File: config.mk
export PLATFORM = sky130hd
export DESIGN_NAME = polar_encoder_flat
export DESIGN_NICKNAME = d
export VERILOG_FILES = /design/src/rtl/polar_encoder_if.sv /design/src/rtl/polar_encoder.sv /design/src/flat_wrapper.sv
export SDC_FILE = /design/constraint.sdc
export NUM_CORES = 1
export LEC_CHECK = 0
export ABC_CLOCK_PERIOD_IN_PS = 2050
export CORE_MARGIN = 2
export CORE_UTILIZATION = 55
export CTS_BUF_LIST = sky130_fd_sc_hd__clkbuf_4
export CTS_CLUSTER_DIAMETER = 30
export DETAILED_ROUTE_END_ITERATION = 8
export DONT_BUFFER_PORTS = 1
export PLACE_DENSITY = 0.7
export SKIP_CTS_REPAIR_TIMING = 1
export SLEW_MARGIN = 20
export SYNTH_ARGS = -nofsm -noshare
export SYNTH_HDL_FRONTEND = slang
export SYNTH_SLANG_ARGS = --single-unit
File: constraint.sdc
create_clock -name clk -period 2.05 [get_ports clk]
set_input_delay 0.3075 -clock clk [delete_from_list [all_inputs] [get_ports clk]]
set_output_delay 0.3075 -clock clk [all_outputs]
set_load 0.1 [all_outputs]
File: src/rtl/polar_encoder_if.sv
// -----------------------------------------------------------------------------
// polar_encoder_if
//   Frame-request, info-bit and codeword handshake bundle for polar_encoder.
//   The source (bench, loopback driver) uses the master modport and the
//   encoder uses the slave modport.
//
//   Signals:
//     start        frame request, one cycle, honoured only while encoder idle
//     frozen_mask  N-bit frozen-position mask (1 = frozen), latched on start
//     info_valid   info_bit carries a valid information bit
//     info_bit     next information bit, ascending position order
//     info_ready   encoder consumes info_bit this cycle
//     cw_valid     codeword valid
//     cw           N-bit codeword, bit i = x_i
//     cw_ready     sink accepts cw
//     busy         encoder is not idle
// -----------------------------------------------------------------------------
interface polar_encoder_if #(
  parameter int N = 8
);
  logic         start;
  logic [N-1:0] frozen_mask;
  logic         info_valid;
  logic         info_bit;
  logic         info_ready;
  logic         cw_valid;
  logic [N-1:0] cw;
  logic         cw_ready;
  logic         busy;

  modport master (
    output start, frozen_mask, info_valid, info_bit, cw_ready,
    input  info_ready, cw_valid, cw, busy
  );

  modport slave (
    input  start, frozen_mask, info_valid, info_bit, cw_ready,
    output info_ready, cw_valid, cw, busy
  );
endinterface

File: src/rtl/polar_encoder.sv
// -----------------------------------------------------------------------------
// polar_encoder
//   Sequential polar encoder. Builds u by placing serial information bits at
//   the unfrozen positions of a per-frame frozen mask (frozen positions = 0),
//   then applies x = u * F^(kron n) in place, one butterfly stage per cycle,
//   and presents x under a valid/ready handshake.
//
//   Parameters:
//     N      code length, power of two, 8..512
//     LOG_N  log2(N)
//
//   Ports:
//     clk    rising-edge clock
//     rst_n  asynchronous active-low reset
//     bus    polar_encoder_if.slave (start/mask, info stream, codeword, busy)
//
//   Build option:
//     BIT_REVERSE_EN  when defined, cw[i] = x[bitrev(i)] (output wiring only,
//                     no latency change); otherwise cw[i] = x[i].
// -----------------------------------------------------------------------------
module polar_encoder #(
  parameter int N     = 8,
  parameter int LOG_N = 3
) (
  input  logic            clk,
  input  logic            rst_n,
  polar_encoder_if.slave  bus
);

  localparam int SW = (LOG_N > 1) ? $clog2(LOG_N) : 1;

  typedef enum logic [1:0] {
    IDLE  = 2'd0,
    LOAD  = 2'd1,
    XFORM = 2'd2,
    DONE  = 2'd3
  } state_e;

  state_e             state_q, state_d;
  logic [N-1:0]       mask_q;
  logic [N-1:0]       u_q;        // u during LOAD, x in progress during XFORM
  logic [LOG_N-1:0]   idx_q;
  logic [SW-1:0]      stage_q;
  logic [N-1:0]       cw_q;
  logic               cw_valid_q;

  logic               info_ready;
  logic               load_adv;
  logic               load_last;
  logic               xform_last;
  logic [N-1:0]       xform_next;

  // Output ordering of the codeword; a pure wiring permutation.
  function automatic logic [N-1:0] out_perm(input logic [N-1:0] x);
    logic [N-1:0] y;
`ifdef BIT_REVERSE_EN
    int r;
    for (int i = 0; i < N; i++) begin
      r = 0;
      for (int b = 0; b < LOG_N; b++)
        if (((i >> b) & 1) == 1) r |= 1 << (LOG_N - 1 - b);
      y[i] = x[r];
    end
`else
    y = x;
`endif
    return y;
  endfunction

  // One butterfly stage: for every j with bit s clear, x[j] ^= x[j + 2^s].
  always_comb begin
    xform_next = u_q;
    for (int k = 0; k < LOG_N; k++) begin
      if (stage_q == SW'(k)) begin
        for (int j = 0; j < N; j++) begin
          if (((j >> k) & 1) == 0) xform_next[j] = u_q[j] ^ u_q[j + (1 << k)];
        end
      end
    end
  end

  // ---------------------------------------------------------------------------
  // FSM: state register
  // ---------------------------------------------------------------------------
  // NOTE: sequential state uses non-blocking assignments so every flop samples
  // pre-edge values, independent of process ordering.
  always_ff @(posedge clk or negedge rst_n) begin
    if (!rst_n) state_q <= IDLE;
    else        state_q <= state_d;
  end

  // ---------------------------------------------------------------------------
  // FSM: next-state logic
  // ---------------------------------------------------------------------------
  // NOTE: the default assignment at the top keeps this block free of latches
  // on any path that does not assign state_d.
  always_comb begin
    state_d = state_q;
    unique case (state_q)
      IDLE:    if (bus.start)               state_d = LOAD;
      LOAD:    if (load_adv && load_last)   state_d = XFORM;
      XFORM:   if (xform_last)              state_d = DONE;
      DONE:    if (bus.cw_ready)            state_d = IDLE;
      default:                              state_d = IDLE;
    endcase
  end

  // ---------------------------------------------------------------------------
  // FSM: outputs / control (registered state only, no path from info_valid
  // into info_ready)
  // ---------------------------------------------------------------------------
  always_comb begin
    info_ready = 1'b0;
    load_adv   = 1'b0;
    if (state_q == LOAD) begin
      info_ready = !mask_q[idx_q];
      load_adv   = mask_q[idx_q] || bus.info_valid;
    end
    load_last  = (idx_q == LOG_N'(N - 1));
    xform_last = (stage_q == SW'(LOG_N - 1));
  end

  // ---------------------------------------------------------------------------
  // Datapath
  // ---------------------------------------------------------------------------
  // NOTE: every datapath register, including the u/x vector and the held
  // codeword, is reset so an aborted frame leaves nothing behind on cw.
  always_ff @(posedge clk or negedge rst_n) begin
    if (!rst_n) begin
      mask_q     <= '0;
      u_q        <= '0;
      idx_q      <= '0;
      stage_q    <= '0;
      cw_q       <= '0;
      cw_valid_q <= 1'b0;
    end else begin
      unique case (state_q)
        IDLE: begin
          if (bus.start) begin
            mask_q  <= bus.frozen_mask;
            u_q     <= '0;
            idx_q   <= '0;
            stage_q <= '0;
          end
        end
        LOAD: begin
          if (load_adv) begin
            u_q[idx_q] <= bus.info_bit & ~mask_q[idx_q];
            idx_q      <= idx_q + 1'b1;
          end
        end
        XFORM: begin
          u_q     <= xform_next;
          stage_q <= stage_q + 1'b1;
          // cw is loaded only with a finished codeword and then held.
          if (xform_last) begin
            cw_q       <= out_perm(xform_next);
            cw_valid_q <= 1'b1;
          end
        end
        DONE: begin
          if (bus.cw_ready) cw_valid_q <= 1'b0;
        end
        default: ;
      endcase
    end
  end

  assign bus.info_ready = info_ready;
  assign bus.cw_valid   = cw_valid_q;
  assign bus.cw         = cw_q;
  assign bus.busy       = (state_q != IDLE);

endmodule
File: src/flat_wrapper.sv
// flat-port wrapper written by rule: the top's interface ports become plain ports
module polar_encoder_flat 
#(
  parameter int N     = 8,
  parameter int LOG_N = 3
)
  (clk, rst_n, bus_start, bus_frozen_mask, bus_info_valid, bus_info_bit, bus_cw_ready, bus_info_ready, bus_cw_valid, bus_cw, bus_busy);
  polar_encoder_if #(.N(N)) bus_i ();
  input  logic clk;
  input  logic rst_n;
  input wire logic [$bits(bus_i.start)-1:0] bus_start;
  input wire logic [$bits(bus_i.frozen_mask)-1:0] bus_frozen_mask;
  input wire logic [$bits(bus_i.info_valid)-1:0] bus_info_valid;
  input wire logic [$bits(bus_i.info_bit)-1:0] bus_info_bit;
  input wire logic [$bits(bus_i.cw_ready)-1:0] bus_cw_ready;
  output wire logic [$bits(bus_i.info_ready)-1:0] bus_info_ready;
  output wire logic [$bits(bus_i.cw_valid)-1:0] bus_cw_valid;
  output wire logic [$bits(bus_i.cw)-1:0] bus_cw;
  output wire logic [$bits(bus_i.busy)-1:0] bus_busy;
  assign bus_i.start = bus_start;
  assign bus_i.frozen_mask = bus_frozen_mask;
  assign bus_i.info_valid = bus_info_valid;
  assign bus_i.info_bit = bus_info_bit;
  assign bus_i.cw_ready = bus_cw_ready;
  assign bus_info_ready = bus_i.info_ready;
  assign bus_cw_valid = bus_i.cw_valid;
  assign bus_cw = bus_i.cw;
  assign bus_busy = bus_i.busy;
  polar_encoder #(.N(N), .LOG_N(LOG_N)) u_core (.clk(clk), .rst_n(rst_n), .bus(bus_i));
endmodule
[Yosys cells after proc, flatten, opt, wreduce, memory -nomap -nowiden]
Index checks and enable logic that the tools add are counted.
Cells by class
  add/sub/neg operators: 2
  order comparisons: 2
  equal/unequal tests: 11
  muxes and demuxes: 30
  bitwise gates (word level): 15
  reductions and logical operators: 19
Operators by type and width (number)
  one-hot mux 8 bit (3 select lines): 1
  2-to-1 mux 8 bit: 2
  2-to-1 mux 2 bit: 7
  XOR 1 bit: 12
  2-to-1 mux 1 bit: 10
  AND reduction 3 bit: 3
  bitwise mux 8 bit: 1
  one-hot mux 2 bit (4 select lines): 1
  AND reduction 4 bit: 2
  nonzero test 2 bit: 4
  == test 2 bit (second input constant): 3
  2-to-1 mux 3 bit: 2
  inequality test 2 x 1 -> 1 bit (second input constant): 3
  one-hot mux 3 bit (2 select lines): 1
  AND reduction 2 bit: 3
  == test 2 x 1 -> 1 bit (second input constant): 2
  logical NOT 2 bit: 2
  < comparator 3 x 4 -> 1 bit (second input constant): 1
  2-to-1 mux 4 bit: 1
  inequality test 2 bit (second input constant): 2
  one-hot mux 2 bit (2 select lines): 1
  adder 3 x 1 -> 3 bit (second input constant): 1
  binary-select mux 1 bit (select 3 bit): 1
  demux 1 bit (select 3 bit): 1
  other kinds (10): 12
Word-level totals
  flip-flop bits (word level): 32
  input port bits: 14
  output and inout bits: 11
  logic and storage cells: 87

[Longest topological paths before layout]
  word-level depth: 7
  depth in mapped cells: 8
  depth with buffers taken out: 7

[Least setup slack after synthesis]
OpenSTA, ideal clock, no wires.
  path kind: reg-to-output
  from: register u_core.idx_q[2]
  to: output bus_info_ready
  data arrival time: 3.621 ns
  required time: 1.742 ns
  setup slack: -1.878 ns
  cell stages (with the launch flop): 5
  buffers on the path: 0
  cells stage by stage: dfrtp_1 mux2_2 a32oi_4 o21ai_1 a311oi_1
On the way
  longest elaborated chain between the ends: 4
RTL lines
  start: declaration: RTL line polar_encoder.sv:42  | logic [LOG_N-1:0] idx_q;
  start signal: assignment: RTL line polar_encoder.sv:149  | idx_q <= idx_q + 1'b1;
  binary-select mux 1 bit (select 3 bit): RTL line polar_encoder.sv:116  | info_ready = !mask_q[idx_q];
  2-to-1 mux 1 bit (implied by the code): RTL line polar_encoder.sv:116
  logical NOT 1 bit: RTL line polar_encoder.sv:116
  2-to-1 mux 1 bit: RTL line polar_encoder.sv:115  | if (state_q == LOAD) begin
  end: declaration: RTL line flat_wrapper.sv:16  | output wire logic [$bits(bus_i.info_ready)-1:0] bus_info_ready;
Every way passes these cells. The select of a mux whose other input is x is not followed.

[Final worst setup path]
  from: register u_core.idx_q[0]
  to: output bus_info_ready
Same word-level chain as after synthesis.

==> impl_results.md <==
* Status: finished with violations
* Failing checks: setup timing
* Pin count of the biggest net entering global routing at 33
* DRT Pass-1 Iters at 4
* Top Family by Delay on Critical Path: compound AO/OA/AOI/OAI gates
* Worst EP arrival at 1910 ps
* Footprint of the multi-input gates at approximately 1200 µm²
* Global-route wire length before repair at 7.71 mm
* Diodes inserted at 0
* Slowest stage delay, CP at about 430 ps
* Fin crit share at 1.08
* CTS tree: built
* Nets at 252
* Clk sinks at 32
* Relative slew margins at 0.396
* Rows at 22
* Worst-margin pin slew at between 900 and 1000 ps
* Area growth syn-to-layout at 17.0%
* Initial antenna violation count at 0
* Share of async-settable or async-resettable flops after synthesis at 1.00
* DRT Wirelength at roughly 4.6 mm
* Slew Limit Fails at 0
* Final setup margin at -169 ps
* Post-route DRC at 0
* CP max FO at 9
* CP endpoint: bus_info_ready
* Hold WS at between 100 and 150 ps
* HP Class: input port to flop
* CP max stage cell: dfrtp_1
* Syn Nets at 231
* Vias in the first global route at about 1600
* Post-DRT Antenna Nets at 0
* CTS Buffer Depth at 2
* Final Hold Fails at 0
* Netlist cell types at 52
* Fmax at roughly 450 MHz
* Gr ovfl total at 0
* Crit path required time at 1740 ps
* Cell area after layout at between 2000 and 2500 µm²
* Register Area at about 800 µm²
* Most frequent cells in the layout: 31 x dfrtp_1, 22 x nand2_1, 22 x buf_4, 13 x a21oi_1, 12 x mux2_2
* Primary FF master, synth: dfrtp_1
* Die area at approximately 4200 µm²
* Worst setup startpoint: u_core.idx_q[0]
* Placed cell area at 2260 µm²
* Core area at between 3000 and 4000 µm²
* Avg Cell Area, Syn at 9.86 µm²
* Peak VDD IR at slightly above 0.0008 V
* Final core occ at 0.660
* Clk_skew at 10.1 ps
* Via density at roughly 5.9
* Mapped Area at roughly 2100 µm²
* DP Cell Count at about 270
* RSZ-0062 raised after global routing: true
* Worst-path cell chain: buf_4, nor3b_4, a32oi_4, o21ai_2, a311oi_4, buf_12
* Clock root buffer: clkbuf_4
* WP depth at 6
* Boundary pin count at 25
* GP Congestion at around 0.86
* R2R depth at 6
* Final non-filler cell total at approximately 280
* Crit end category: output pin
* Max-Cap Viols at 0
* R2R Setup Slk at -10 ps
* Critical Path Start Type: flop
* Final setup fails at 3
* #FFs+latches synth at 32
* Fraction of layout cells with a size suffix above 1 at 0.265
* CP Buf/Inv Count at 2
* R2R Path Start: u_core.idx_q[2]
* Initial core utilization at 0.564
* Total CTS buffers at 5
* GR Util All Layers at 0.241
* Clock latency on the worst-skew pair at 340 ps
* Most common cell after layout, fill and taps aside: dfrtp_1
* Pwr/cell area at between 1500 and 2000 nW/µm²
* 1st-iter DRT viols at just over 100
* Yosys warns at 0
* Post-synth EDFFs at 0
* HPWL after detailed placement at about 3.5 mm
* P_leak at around 1.0 nW
* Die Wd at roughly 65 µm
* Crit path kind: flop to output pin
* Fillers at a little over 300
* FF-to-FF End: u_core.u_q[4]
* Fin crit period at roughly 2200 ps
* H-tree Lvls at 2
* Vias at 1651
* PortBufs at 0
* Synthesized netlist cell count at 208
* Part of the Yosys area used for sequential elements at 0.390
* DR WL/cell at ~17 µm
* Height of the die at 65.1 µm
* Clock-pin slew on the worst setup and hold paths at around 90 ps
==> metrics by stage <==
step | setup WS [ps] | power (mW) | setup TNS, ps
finish | -169 | 4.00 | -188
detailed placement | 126 | 3.47 | 0
CTS | -248 | 3.95 | -248
global route | -248 | 4.24 | -707
floorplan | -355 | 2.89 | -355
global placement | 177 | 3.41 | 0
==> flip-flops by register name, summed over array words and instances (netlist names) <==
register	count
u_core.bus.cw	8
u_core.bus.cw_valid	1
u_core.idx_q	3
u_core.mask_q	8
u_core.stage_q	2
u_core.state_q	2
u_core.u_q	8
==> report_power, final <==
| group | switching, mW | leakage, nW | internal (mW) |
|---|---|---|---|
| registers | 0.171 | 0.406 | 0.848 |
| logic | 1.64 | 0.599 | 0.875 |
| clock network | 0.219 | 0.0403 | 0.249 |
==> cell families (layout without fill, tap and decap cells) <==
kind of cell | count (synthesis) | count (layout) | synth area share
muxes | 25 | 25 | 0.136
adders and majority gates | 9 | 9 | 0.0549
AOI/OAI and AO/OA | 47 | 47 | 0.174
and+or+nand+nor | 65 | 65 | 0.170
xor gates and xnor gates | 7 | 7 | 0.0299
buffers and inverters | 23 | 45 | 0.0452
DFF | 32 | 32 | 0.390
==> cell type report <==
cell class,instances,area share
clock buffer,5,0.0156
multi-input combinational,153,0.499
inverter,12,0.0203
timing repair buffer,25,0.0897
clock inverter,3,0.0156
tap,48,0.0250
sequential,32,0.334
==> Yosys cell counts (2+ instances only) <==
cell / n / area (µm²)
a211oi_1: 2 / 15.0
a21oi_1: 14 / 70.1
a22o_1: 3 / 26.3
a31oi_1: 4 / 25.0
a32o_1: 2 / 20.0
and2_1: 2 / 12.5
and3_1: 3 / 18.8
buf_2: 2 / 10.0
clkbuf_1: 8 / 30.0
dfrtp_1: 32 / 801
ha_1: 9 / 113
inv_1: 11 / 41.3
mux2_1: 6 / 67.6
mux2_2: 13 / 146
mux2i_1: 5 / 50.1
nand2_1: 22 / 82.6
nand3_1: 8 / 40.0
nand3b_1: 4 / 30.0
nor2_1: 9 / 33.8
nor3b_1: 2 / 15.0
nor4_1: 3 / 18.8
o211ai_1: 2 / 15.0
o21ai_0: 6 / 30.0
o21ai_1: 2 / 10.0
or2_2: 2 / 12.5
xnor2_1: 5 / 43.8
xor2_1: 2 / 17.5
==> metal layers <==
metal | vias to the layer above | wire length [µm] | part of all wire | global-route usage
met2 | 42 | 2370 | 0.51 | 0.403
met1 | 807 | 1980 | 0.43 | 0.307
met5 | - | 0 | 0 | 0
met3 | 13 | 192 | 0.041 | 0.0538
li1 | 789 | - | - | -
met4 | 0 | 102 | 0.022 | 0.0859
==> worst min-delay path by stage <==
| stage | from | endpoint | depth (start not counted) |
|---|---|---|---|
| after detailed placement | rst_n | u_core.bus.cw_valid | 0 |
| after global routing | bus_frozen_mask[5] | u_core.mask_q[5] | 1 |
| after CTS | rst_n | u_core.u_q[0] | 0 |
| after global placement | rst_n | u_core.state_q[0] | 0 |
| after floorplan | rst_n | u_core.bus.cw[0] | 0 |
| final | bus_frozen_mask[2] | u_core.mask_q[2] | 1 |
Note: power is estimated with default switching activity, not from simulation.
